### src/rtl/consmax_ctrl.sv
`default_nettype none
// ============================================================================
// Module   : consmax_ctrl
// Brief    : ConSmax lane sequencer: LUT load, credit-based score feed and
//            result FIFO with row-last tagging.
// Revision : 1.0
// ============================================================================
module consmax_ctrl #(
    parameter int IDATA_BIT  = 8,
    parameter int ODATA_BIT  = 8,
    parameter int CDATA_BIT  = 8,
    parameter int LUT_DATA   = 16,
    parameter int LUT_ADDR   = 4,
    parameter int ROW_BIT    = 16,
    parameter int FIFO_DEPTH = 8,
    parameter int PIPE_LAT   = 3
) (
    input  logic                  clk,
    input  logic                  rst,
    input  logic [CDATA_BIT-1:0]  cfg_shift,
    input  logic                  load_start,
    input  logic                  run_start,
    input  logic [ROW_BIT-1:0]    row_num,
    output logic                  busy,
    output logic                  done,
    output logic                  lut_loaded,
    input  logic                  lut_in_valid,
    output logic                  lut_in_ready,
    input  logic [LUT_DATA-1:0]   lut_in_data,
    input  logic                  in_valid,
    output logic                  in_ready,
    input  logic [IDATA_BIT-1:0]  in_data,
    input  logic                  in_last,
    output logic                  out_valid,
    input  logic                  out_ready,
    output logic [ODATA_BIT-1:0]  out_data,
    output logic                  out_last,
    output logic [CDATA_BIT-1:0]  cm_shift,
    output logic [LUT_ADDR:0]     cm_lut_waddr,
    output logic                  cm_lut_wen,
    output logic [LUT_DATA-1:0]   cm_lut_wdata,
    output logic [IDATA_BIT-1:0]  cm_idata,
    output logic                  cm_idata_valid,
    input  logic [ODATA_BIT-1:0]  cm_odata,
    input  logic                  cm_odata_valid
);

    localparam int CW = $clog2(FIFO_DEPTH) + 1;
    localparam int PW = $clog2(FIFO_DEPTH);
    localparam logic [CW-1:0]     c_depth = CW'(FIFO_DEPTH);
    localparam logic [LUT_ADDR:0] c_wlast = '1;

    typedef enum logic [1:0] {
        S_IDLE  = 2'd0,
        S_LOAD  = 2'd1,
        S_RUN   = 2'd2,
        S_DRAIN = 2'd3
    } state_t;

    state_t               r_state;
    logic [LUT_ADDR:0]    r_wcnt;
    logic                 r_load_fin;
    logic [ROW_BIT-1:0]   r_rows_left;
    logic [CW-1:0]        r_inflight;
    logic [CW-1:0]        r_cnt;
    logic                 r_ilast;
    logic [PIPE_LAT-1:0]  r_last_sr;
    logic [PW-1:0]        r_wr_ptr;
    logic [PW-1:0]        r_rd_ptr;
    logic [ODATA_BIT:0]   r_mem [FIFO_DEPTH];

    logic                 w_lut_hs;
    logic                 w_in_hs;
    logic                 w_push;
    logic                 w_pop;
    logic                 w_dec;
    logic [CW-1:0]        w_cnt_nxt;
    logic [CW-1:0]        w_inflight_nxt;
    logic [ODATA_BIT:0]   w_head;

    // Credits cover both lane occupancy and FIFO fill, so the FIFO cannot overflow.
    assign in_ready     = (r_state == S_RUN) &&
                          (({1'b0, r_inflight} + {1'b0, r_cnt}) < {1'b0, c_depth});
    assign lut_in_ready = (r_state == S_LOAD);
    assign busy         = (r_state != S_IDLE);

    assign w_lut_hs       = lut_in_valid && lut_in_ready;
    assign w_in_hs        = in_valid && in_ready;
    assign w_push         = cm_odata_valid;
    assign w_pop          = out_valid && out_ready;
    assign w_dec          = cm_odata_valid && (r_inflight != '0);
    assign w_cnt_nxt      = r_cnt + CW'(w_push) - CW'(w_pop);
    assign w_inflight_nxt = r_inflight + CW'(w_in_hs) - CW'(w_dec);

    assign w_head    = r_mem[r_rd_ptr];
    assign out_valid = (r_cnt != '0);
    assign out_data  = out_valid ? w_head[ODATA_BIT-1:0] : '0;
    assign out_last  = out_valid ? w_head[ODATA_BIT] : 1'b0;

    always_ff @(posedge clk or posedge rst) begin
        if (rst) begin
            r_state        <= S_IDLE;
            r_wcnt         <= '0;
            r_load_fin     <= 1'b0;
            r_rows_left    <= '0;
            r_ilast        <= 1'b0;
            lut_loaded     <= 1'b0;
            done           <= 1'b0;
            cm_shift       <= '0;
            cm_lut_waddr   <= '0;
            cm_lut_wen     <= 1'b0;
            cm_lut_wdata   <= '0;
            cm_idata       <= '0;
            cm_idata_valid <= 1'b0;
        end else begin
            done           <= 1'b0;
            cm_lut_wen     <= 1'b0;
            cm_idata_valid <= 1'b0;
            r_ilast        <= 1'b0;
            if (r_load_fin) begin
                lut_loaded <= 1'b1;
                r_load_fin <= 1'b0;
            end
            case (r_state)
                S_IDLE: begin
                    if (load_start) begin
                        r_state    <= S_LOAD;
                        r_wcnt     <= '0;
                        lut_loaded <= 1'b0;
                        r_load_fin <= 1'b0;
                    end else if (run_start && lut_loaded && (row_num != '0)) begin
                        r_state     <= S_RUN;
                        cm_shift    <= cfg_shift;
                        r_rows_left <= row_num;
                    end
                end
                S_LOAD: begin
                    if (w_lut_hs) begin
                        cm_lut_wen   <= 1'b1;
                        cm_lut_waddr <= r_wcnt;
                        cm_lut_wdata <= lut_in_data;
                        r_wcnt       <= r_wcnt + 1'b1;
                        if (r_wcnt == c_wlast) begin
                            r_state    <= S_IDLE;
                            r_load_fin <= 1'b1;
                        end
                    end
                end
                S_RUN: begin
                    if (w_in_hs) begin
                        cm_idata       <= in_data;
                        cm_idata_valid <= 1'b1;
                        r_ilast        <= in_last;
                        if (in_last) begin
                            r_rows_left <= r_rows_left - 1'b1;
                            if (r_rows_left == ROW_BIT'(1)) begin
                                r_state <= S_DRAIN;
                            end
                        end
                    end
                end
                S_DRAIN: begin
                    // Look ahead one cycle so done follows the final pop directly.
                    if ((w_inflight_nxt == '0) && (w_cnt_nxt == '0)) begin
                        r_state <= S_IDLE;
                        done    <= 1'b1;
                    end
                end
                default: r_state <= S_IDLE;
            endcase
        end
    end

    always_ff @(posedge clk or posedge rst) begin
        if (rst) begin
            r_wr_ptr   <= '0;
            r_rd_ptr   <= '0;
            r_cnt      <= '0;
            r_inflight <= '0;
            r_last_sr  <= '0;
        end else begin
            if (w_push) begin
                r_wr_ptr <= r_wr_ptr + 1'b1;
            end
            if (w_pop) begin
                r_rd_ptr <= r_rd_ptr + 1'b1;
            end
            r_cnt      <= w_cnt_nxt;
            r_inflight <= w_inflight_nxt;
            // Fixed-latency lane: the last tag shifts every cycle alongside it.
            r_last_sr  <= (r_last_sr << 1) | PIPE_LAT'(r_ilast);
        end
    end

    always_ff @(posedge clk) begin
        if (w_push) begin
            r_mem[r_wr_ptr] <= {r_last_sr[PIPE_LAT-1], cm_odata};
        end
    end

    a_no_overflow: assert property (@(posedge clk) disable iff (rst)
        !(w_push && !w_pop && (r_cnt == c_depth)));

endmodule
`default_nettype wire
### config.mk
export PLATFORM = sky130hd
export DESIGN_NAME = consmax_ctrl
export DESIGN_NICKNAME = d
export VERILOG_FILES = /design/src/rtl/consmax_ctrl.sv
export SDC_FILE = /design/constraint.sdc
export NUM_CORES = 1
export LEC_CHECK = 0
export CORE_MARGIN = 1.5
export CORE_UTILIZATION = 47
export DETAILED_ROUTE_END_ITERATION = 7
export HOLD_SLACK_MARGIN = 0.12
export PLACE_DENSITY = 0.7
export SLEW_MARGIN = 10
export SYNTH_ARGS = -nofsm -noshare
export SYNTH_HDL_FRONTEND = slang
export SYNTH_SLANG_ARGS = --single-unit
### constraint.sdc
create_clock -name clk -period 9.6 [get_ports clk]
set_clock_uncertainty 0.05 [all_clocks]
set_input_delay 1.44 -clock clk [delete_from_list [all_inputs] [get_ports clk]]
set_output_delay 1.44 -clock clk [all_outputs]
set_load 0.01 [all_outputs]
==> flow_metrics.py, run 1 <==
metrics = {
    "yosys": {
        "ys_seq_area_frac": 0.6287,
        "ys_ff_latch": 155,
        "synth-async-reset-ratio": 0.5355,
        "synth_area_leaders": "edfxtp_1, dfrtp_1, mux4_2",
        "ys_types": 56,
        "yosysTopAreaCellShare": 0.3207,
        "synth_edf_count": 72,
        "synth.yosys.warnings": 0,
        "syn_nets": 612,
        "syn_avg_cell_area_sq_um": 12.82,
        "yosys_most_used_dff": "dfrtp_1",
        "synth_top_cell_by_area": "edfxtp_1",
        "synth_area_sq_mm": 0.006743,
        "synth_cells": 526,
    },
    "critical_path": {
        "worstPathRequired_ps": 9860,
        "critPathArrivalTime_ps": 4560,
        "critPathLaunch": "cm_odata_valid",
        "cp-start-kind": "input port",
        "r2r_start": "r_inflight[1]",
        "end_kind": "flip-flop",
        "crit_type": "in2reg",
        "worst-path-max-fanout": 7,
    },
    "place": {
        "io_buffers": 118,
        "gp_congestion": 0.8660,
        "placed_area_sq_mm": 0.008083,
        "place_hpwl_mm": 9.995,
    },
    "finish": {
        "insertedDiodeCount": 0,
        "syn2layout_area_growth_pct": 28.54,
        "fin_nets": 732,
        "final_cell_mix": "clkdlybuf4s50_1, nand2_1, dfrtp_1",
        "fill_cells": 1077,
        "stdcell_area_sq_mm": 0.008667,
        "layout_commonest_cell": "clkdlybuf4s50_1",
        "drive_gt1_frac": 0.1168,
    },
    "power": {
        "power_density_mw_per_mm2": 250.4,
        "leakagePower_nw": 3.560,
        "vdd_drop_max_mv": 0.1290,
    },
    "cts": {
        "cts.sinks": 155,
        "numCtsBuffers": 17,
        "cts_resized": 0,
        "htree_levels": 4,
        "ctsRootBufferMaster": "clkbuf_16",
        "cts_hold_buffers": 0,
        "cts_max_path_buffers": 2,
        "clkLatencyLatePin_ps": 420,
        "cts_tree": "built",
        "clk_pin_slew_ps": 60,
        "post_cts_buffers": 0,
    },
    "grt": {
        "antenna_found_initial": 0,
        "overflow": 0,
        "grt_pass1_wl_mm": 23.55,
        "grt.total_usage": 0.2085,
        "grt_pass1_vias": 4679,
        "grt_max_degree": 84,
    },
    "timing": {
        "fin_crit_sh": 0.4471,
        "relSlewSlack": 0.2810,
        "hold_viol": 0,
        "setup_viol": 0,
        "max_freq_mhz": 233.0,
        "max_slew.worst_pin.slew_ps": 1075,
        "maxSlewViolCount": 0,
        "fin_crit_ps": 4292,
        "fin_tns_setup_ps": 0,
        "rsz0062_at_grt": "no",
    },
    "floorplan": {
        "fp.dieW_um": 122.8,
        "row_count": 43,
        "die-area_sq_mm": 0.01507,
        "core_sq_mm": 0.01393,
        "start_util": 0.4839,
        "die_h_um": 122.8,
        "ioPinCount": 119,
    },
    "worst_hold_path": {
        "min_from": "r_last_sr[1]",
        "hold_class": "reg2reg",
    },
    "detailed_routing": {
        "wl_per_cell_um": 17.43,
        "drt-total-wl_mm": 14.62,
        "viasPerCell": 5.420,
        "dr_total_vias": 4547,
        "antenna_left": 0,
        "drt-initial-drc-count": 291,
        "drt-pass1-iter-count": 6,
        "drc": 0,
    },
    "run_status": {
        "run_status": "finished clean",
    },
    "job": {
        "maxCapViolCount": 0,
    },
}
worst paths after layout:
check,depth (start not counted),endpoint,slack [ps]
min,0,r_last_sr[2],300
max reg2reg,14,r_state[0],5640
max,11,r_state[0],5310
min in group asynchronous,3,cm_idata_valid,1600
max in group asynchronous,3,r_rd_ptr[1],7170
min reg2reg,0,r_last_sr[2],300
through the flow:
step	hold slack, ps	setup WS (ps)	std cells	utilization	power [mW]
after global placement	286.6	4985	807	0.5800	1.496
after floorplan	281.2	5666	526	-	1.270
after global routing	304.3	5163	839	0.6220	2.295
after detailed placement	285.8	4861	807	0.5800	1.527
after CTS	299.4	5303	839	0.6220	2.192
final	297.2	5308	839	0.6220	2.170
state kept, by name, indices dropped and copies added, names as in the netlist, 2 cells and up:
register	cells
cm_lut_waddr	5
r_wcnt	5
r_rows_left	16
r_inflight	4
r_last_sr	3
cm_lut_wdata	16
r_wr_ptr	3
r_rd_ptr	3
cm_shift	8
r_cnt	4
cm_idata	8
r_mem	72
r_state	2
layout make-up:
| type | count | area (sq um) | share of cell area |
|---|---|---|---|
| Timing Repair Buffer | 121 | 1204 | 0.1389 |
| Clock buffer | 19 | 432.9 | 0.04995 |
| Tap cell | 180 | 225.2 | 0.02599 |
| Sequential cell | 155 | 4239 | 0.4891 |
| Inverter | 28 | 106.4 | 0.01227 |
| Multi-Input combinational cell | 323 | 2308 | 0.2663 |
| Clock inverter | 13 | 151.4 | 0.01747 |
Yosys cell counts, types with 2 or more instances:
library cell and count:
buf_2 4, xnor2_1 4, clkbuf_1 9, dfrtp_1 83
buf_4 5, a21oi_1 20, or4_1 2, nand3_1 6
o22ai_1 5, nand2b_1 4, edfxtp_1 72, a31oi_1 3
nor2b_1 5, fa_1 2, inv_1 28, and3_1 2
nor3_1 10, a22o_1 3, nor4_1 7, ha_1 19
nand4_1 3, xor2_1 6, nand2_1 93, o21ai_0 24
nor2_1 32, a21o_1 2, mux2i_1 9, mux4_2 18
o21a_1 2, mux2_2 18
kinds of logic (layout without fill, tap and decap cells):
kind of cell             count (synthesis)  count (layout)  share of synthesized area
AO/OA/AOI/OAI                           74              74                    0.06940
XOR/XNOR                                10              10                    0.01299
adder cells (fa/ha/maj)                 21              21                    0.04120
buffers and inverters                   48             181                    0.03043
flip-flops                             155             155                     0.6287
multiplexers                            45              45                     0.1035
AND/OR/NAND/NOR                        173             173                     0.1138
worst max-delay path: stages:
cell and delay (ps):
clkdlybuf4s50_1 630, a21boi_0 260, ha_1 270, inv_1 60, ha_1 150, inv_1 50
fa_1 500, nand2_1 60, or4_1 490, or4_4 460, o21ba_1 180
metal layers:
| metal | wire length, um | vias to the layer above | GRT usage |
|---|---|---|---|
| li1 | - | 2126 | - |
| met1 | 5962 | 2233 | 0.2552 |
| met2 | 7390 | 159 | 0.3427 |
| met3 | 960 | 29 | 0.06552 |
| met4 | 306 | 0 | 0.08648 |
| met5 | 0 | - | 0 |
power breakdown:
part	switching (mW)	internal, mW	leakage, nW
sequential	0.0995	0.805	1.72
clock	0.259	0.405	0.274
combinational	0.280	0.321	1.57
total	0.639	1.53	3.56
Note: power is estimated with default switching activity, not from simulation.
==> inputs of run 2 (changes only) <==
--- a/config.mk
+++ b/config.mk
@@ -9,7 +9,7 @@
 export CORE_UTILIZATION = 47
 export DETAILED_ROUTE_END_ITERATION = 7
 export HOLD_SLACK_MARGIN = 0.12
-export PLACE_DENSITY = 0.7
+export PLACE_DENSITY = 0.73
 export SLEW_MARGIN = 10
 export SYNTH_ARGS = -nofsm -noshare
 export SYNTH_HDL_FRONTEND = slang
==> constraint.sdc (replaced) <==
create_clock -name clk -period 3.8 [get_ports clk]
set_clock_uncertainty 0.05 [all_clocks]
set_input_delay 0.57 -clock clk [delete_from_list [all_inputs] [get_ports clk]]
set_output_delay 0.57 -clock clk [all_outputs]
set_load 0.01 [all_outputs]
==> run 2 against run 1 <==
Net effect: combinational power rose to 2.7 times the previous value; sequential share of layout area is 1.0 points lower; core utilization is 1.4 points higher; global-route usage decreased by 0.30 points; first-iteration DRC count fell by 12%; wire length shrank 1.4%; register-to-register slack worse by 5400 ps; power rose to 2.6 times the previous value; non-clock buffer count increased by 14; sequential power grew to 2.5 times the previous value; setup slack lost 5100 ps; clock power increased to 2.7 times the previous value.
==> flow_metrics.py, run 2 (synthesis results as in run 1) <==
metrics = {
    "run_status": {
        "run_status": "finished clean",
    },
    "cts": {
        "htree_levels": 4,
        "ctsRootBufferMaster": "clkbuf_16",
        "clk_pin_slew_ps": 60,
        "cts_tree": "built",
        "post_cts_buffers": 0,
        "clkLatencyLatePin_ps": 410,
        "cts_max_path_buffers": 2,
        "cts_resized": 0,
        "cts_hold_buffers": 0,
        "numCtsBuffers": 17,
        "cts.sinks": 155,
    },
    "finish": {
        "final_cell_mix": "clkdlybuf4s50_1, nand2_1, dfrtp_1",
        "insertedDiodeCount": 0,
        "stdcell_area_sq_mm": 0.008860,
        "multiInputGateArea_sq_mm": 0.002318,
        "reg_top3": "r_mem x72, cm_lut_wdata x16, r_rows_left x16",
        "fill_cells": 1073,
        "fin_nets": 746,
        "largest_register_ffs": 72,
        "layout_commonest_cell": "clkdlybuf4s50_1",
        "drive_gt1_frac": 0.1412,
        "top_register": "r_mem",
        "syn2layout_area_growth_pct": 31.40,
        "seq_area_sq_mm": 0.004240,
    },
    "critical_path": {
        "slowest_delay_ps": 490,
        "cp-start-kind": "flip-flop",
        "worstPathRequired_ps": 4050,
        "crit_chain": "ha_1 > a31oi_4 > o211ai_4 > inv_1 > nand2_2 > ha_1 > inv_1 > ha_1 > inv_1 > fa_1 > nand2_1 > or4_1 > or4_4 > o21ba_1",
        "cpMaxStageDelayCell": "fa_1",
        "crit_type": "reg2reg",
        "end_kind": "flip-flop",
        "critPathArrivalTime_ps": 3840,
        "crit_buf_inv": 3,
        "rrSetupSlack_ps": 210,
        "cpLargestDelayFamily": "adder cells",
        "worst-path-max-fanout": 4,
    },
    "power": {
        "clkPwrFrac": 0.318,
        "p_comb_frac": 0.282,
        "p_switching_mw": 1.669,
        "p_int_mw": 4.024,
        "swShare": 0.2932,
        "leakagePower_nw": 3.678,
        "vdd_drop_max_mv": 0.3139,
        "power_density_mw_per_mm2": 642.6,
        "seq_power_share": 0.399,
    },
    "detailed_routing": {
        "viasPerCell": 5.278,
        "antenna_left": 0,
        "drt-total-wl_mm": 14.42,
        "drt-initial-drc-count": 256,
        "dr_total_vias": 4502,
        "wl_per_cell_um": 16.91,
        "drt-pass1-iter-count": 4,
        "drc": 0,
    },
    "floorplan": {
        "die_h_um": 122.8,
        "die-area_sq_mm": 0.01507,
        "fp.dieW_um": 122.8,
        "row_count": 43,
        "start_util": 0.4839,
        "ioPinCount": 119,
        "core_sq_mm": 0.01393,
    },
    "place": {
        "placed_area_sq_mm": 0.008203,
        "place_hpwl_mm": 10.04,
        "io_buffers": 118,
        "gp_congestion": 0.8176,
    },
    "grt": {
        "grt_pass1_wl_mm": 23.64,
        "antenna_found_initial": 0,
        "grt_max_degree": 47,
        "overflow": 0,
        "grt_pass1_vias": 4757,
        "use_met1": 0.2592,
        "grt_use_met2": 0.3424,
        "top_usage_layer": "met2",
        "grt_util_met3": 0.05994,
        "grt.total_usage": 0.2055,
    },
    "timing": {
        "rsz0062_at_grt": "no",
        "max_slew.worst_pin.slew_ps": 960.4,
        "fin_tns_setup_ps": 0,
        "maxSlewViolCount": 0,
        "setup_viol": 0,
        "max_freq_mhz": 278.5,
        "relSlewSlack": 0.3573,
        "fin_crit_ps": 3590,
        "hold_viol": 0,
        "fin_crit_sh": 0.9448,
    },
    "job": {
        "maxCapViolCount": 0,
    },
    "worst_hold_path": {
        "hold_class": "reg2reg",
    },
}
[run 2: cell count changes in the layout (fill, tap and decap cells not counted), moves of 2 or more]
cell | previous run | this run
buf_12 | 0 | 2
buf_4 | 3 | 15
clkbuf_1 | 2 | 0
clkinv_2 | 4 | 2
clkinv_4 | 1 | 3
clkinvlp_4 | 4 | 0
inv_6 | 0 | 5
[run 2: per-layer routing]
layer  up-vias  part of all wire
met4         0             0.011
met5         -                 0
met2       119              0.51
li1       2153                 -
met1      2215              0.42
met3        15             0.059
[run 2: area by class of cell]
| cell class | instances | area share |
|---|---|---|
| Sequential cell | 155 | 0.4786 |
| Tap cell | 180 | 0.02542 |
| Multi-Input combinational cell | 323 | 0.2617 |
| Timing Repair Buffer | 135 | 0.1505 |
| Clock buffer | 17 | 0.04802 |
| Inverter | 28 | 0.01200 |
| Clock inverter | 15 | 0.02373 |
[run 2: worst register-to-register path, stage by stage (launching register included)]
cell	delay (ps)
dfrtp_2	440
ha_1	320
a31oi_4	210
o211ai_4	110
inv_1	100
nand2_2	60
ha_1	270
inv_1	60
ha_1	160
inv_1	50
fa_1	490
nand2_1	50
or4_1	480
or4_4	450
o21ba_1	190
[run 2: final timing paths]
kind	cells after the start	end	startpoint
worst max-delay path	14	r_state[0]	r_cnt[1]
worst min-delay path	0	r_last_sr[2]	r_last_sr[1]
worst max register to register	14	r_state[0]	r_cnt[1]
worst min register to register	0	r_last_sr[2]	r_last_sr[1]
max in group asynchronous	3	r_cnt[1]	rst
min in group asynchronous	2	cm_idata[5]	rst
[run 2: per-stage QoR]
| stage | hold WS [ps] | total power, mW | cells | worst slack, ps | util |
|---|---|---|---|---|---|
| finish | 298.4 | 5.693 | 853 | 209.7 | 0.6358 |
| global route | 319.6 | 6.028 | 853 | 4.441 | 0.6358 |
| CTS | 300.8 | 5.726 | 853 | 86.81 | 0.6343 |
| detailed placement | 286.5 | 3.893 | 821 | 97.74 | 0.5887 |
| global placement | 289.8 | 3.822 | 821 | 171.2 | 0.5887 |
| floorplan | 281.2 | 3.209 | 526 | 162.4 | - |
[run 2: power groups by stage]
| stage | logic [mW] | registers (mW) | clock network, mW |
|---|---|---|---|
| after floorplan | 1.01 | 2.19 | 0 |
| after global placement | 1.54 | 2.29 | 0 |
| after detailed placement | 1.59 | 2.30 | 0 |
| after CTS | 1.60 | 2.27 | 1.85 |
| after global routing | 1.79 | 2.31 | 1.93 |
| final | 1.61 | 2.27 | 1.81 |
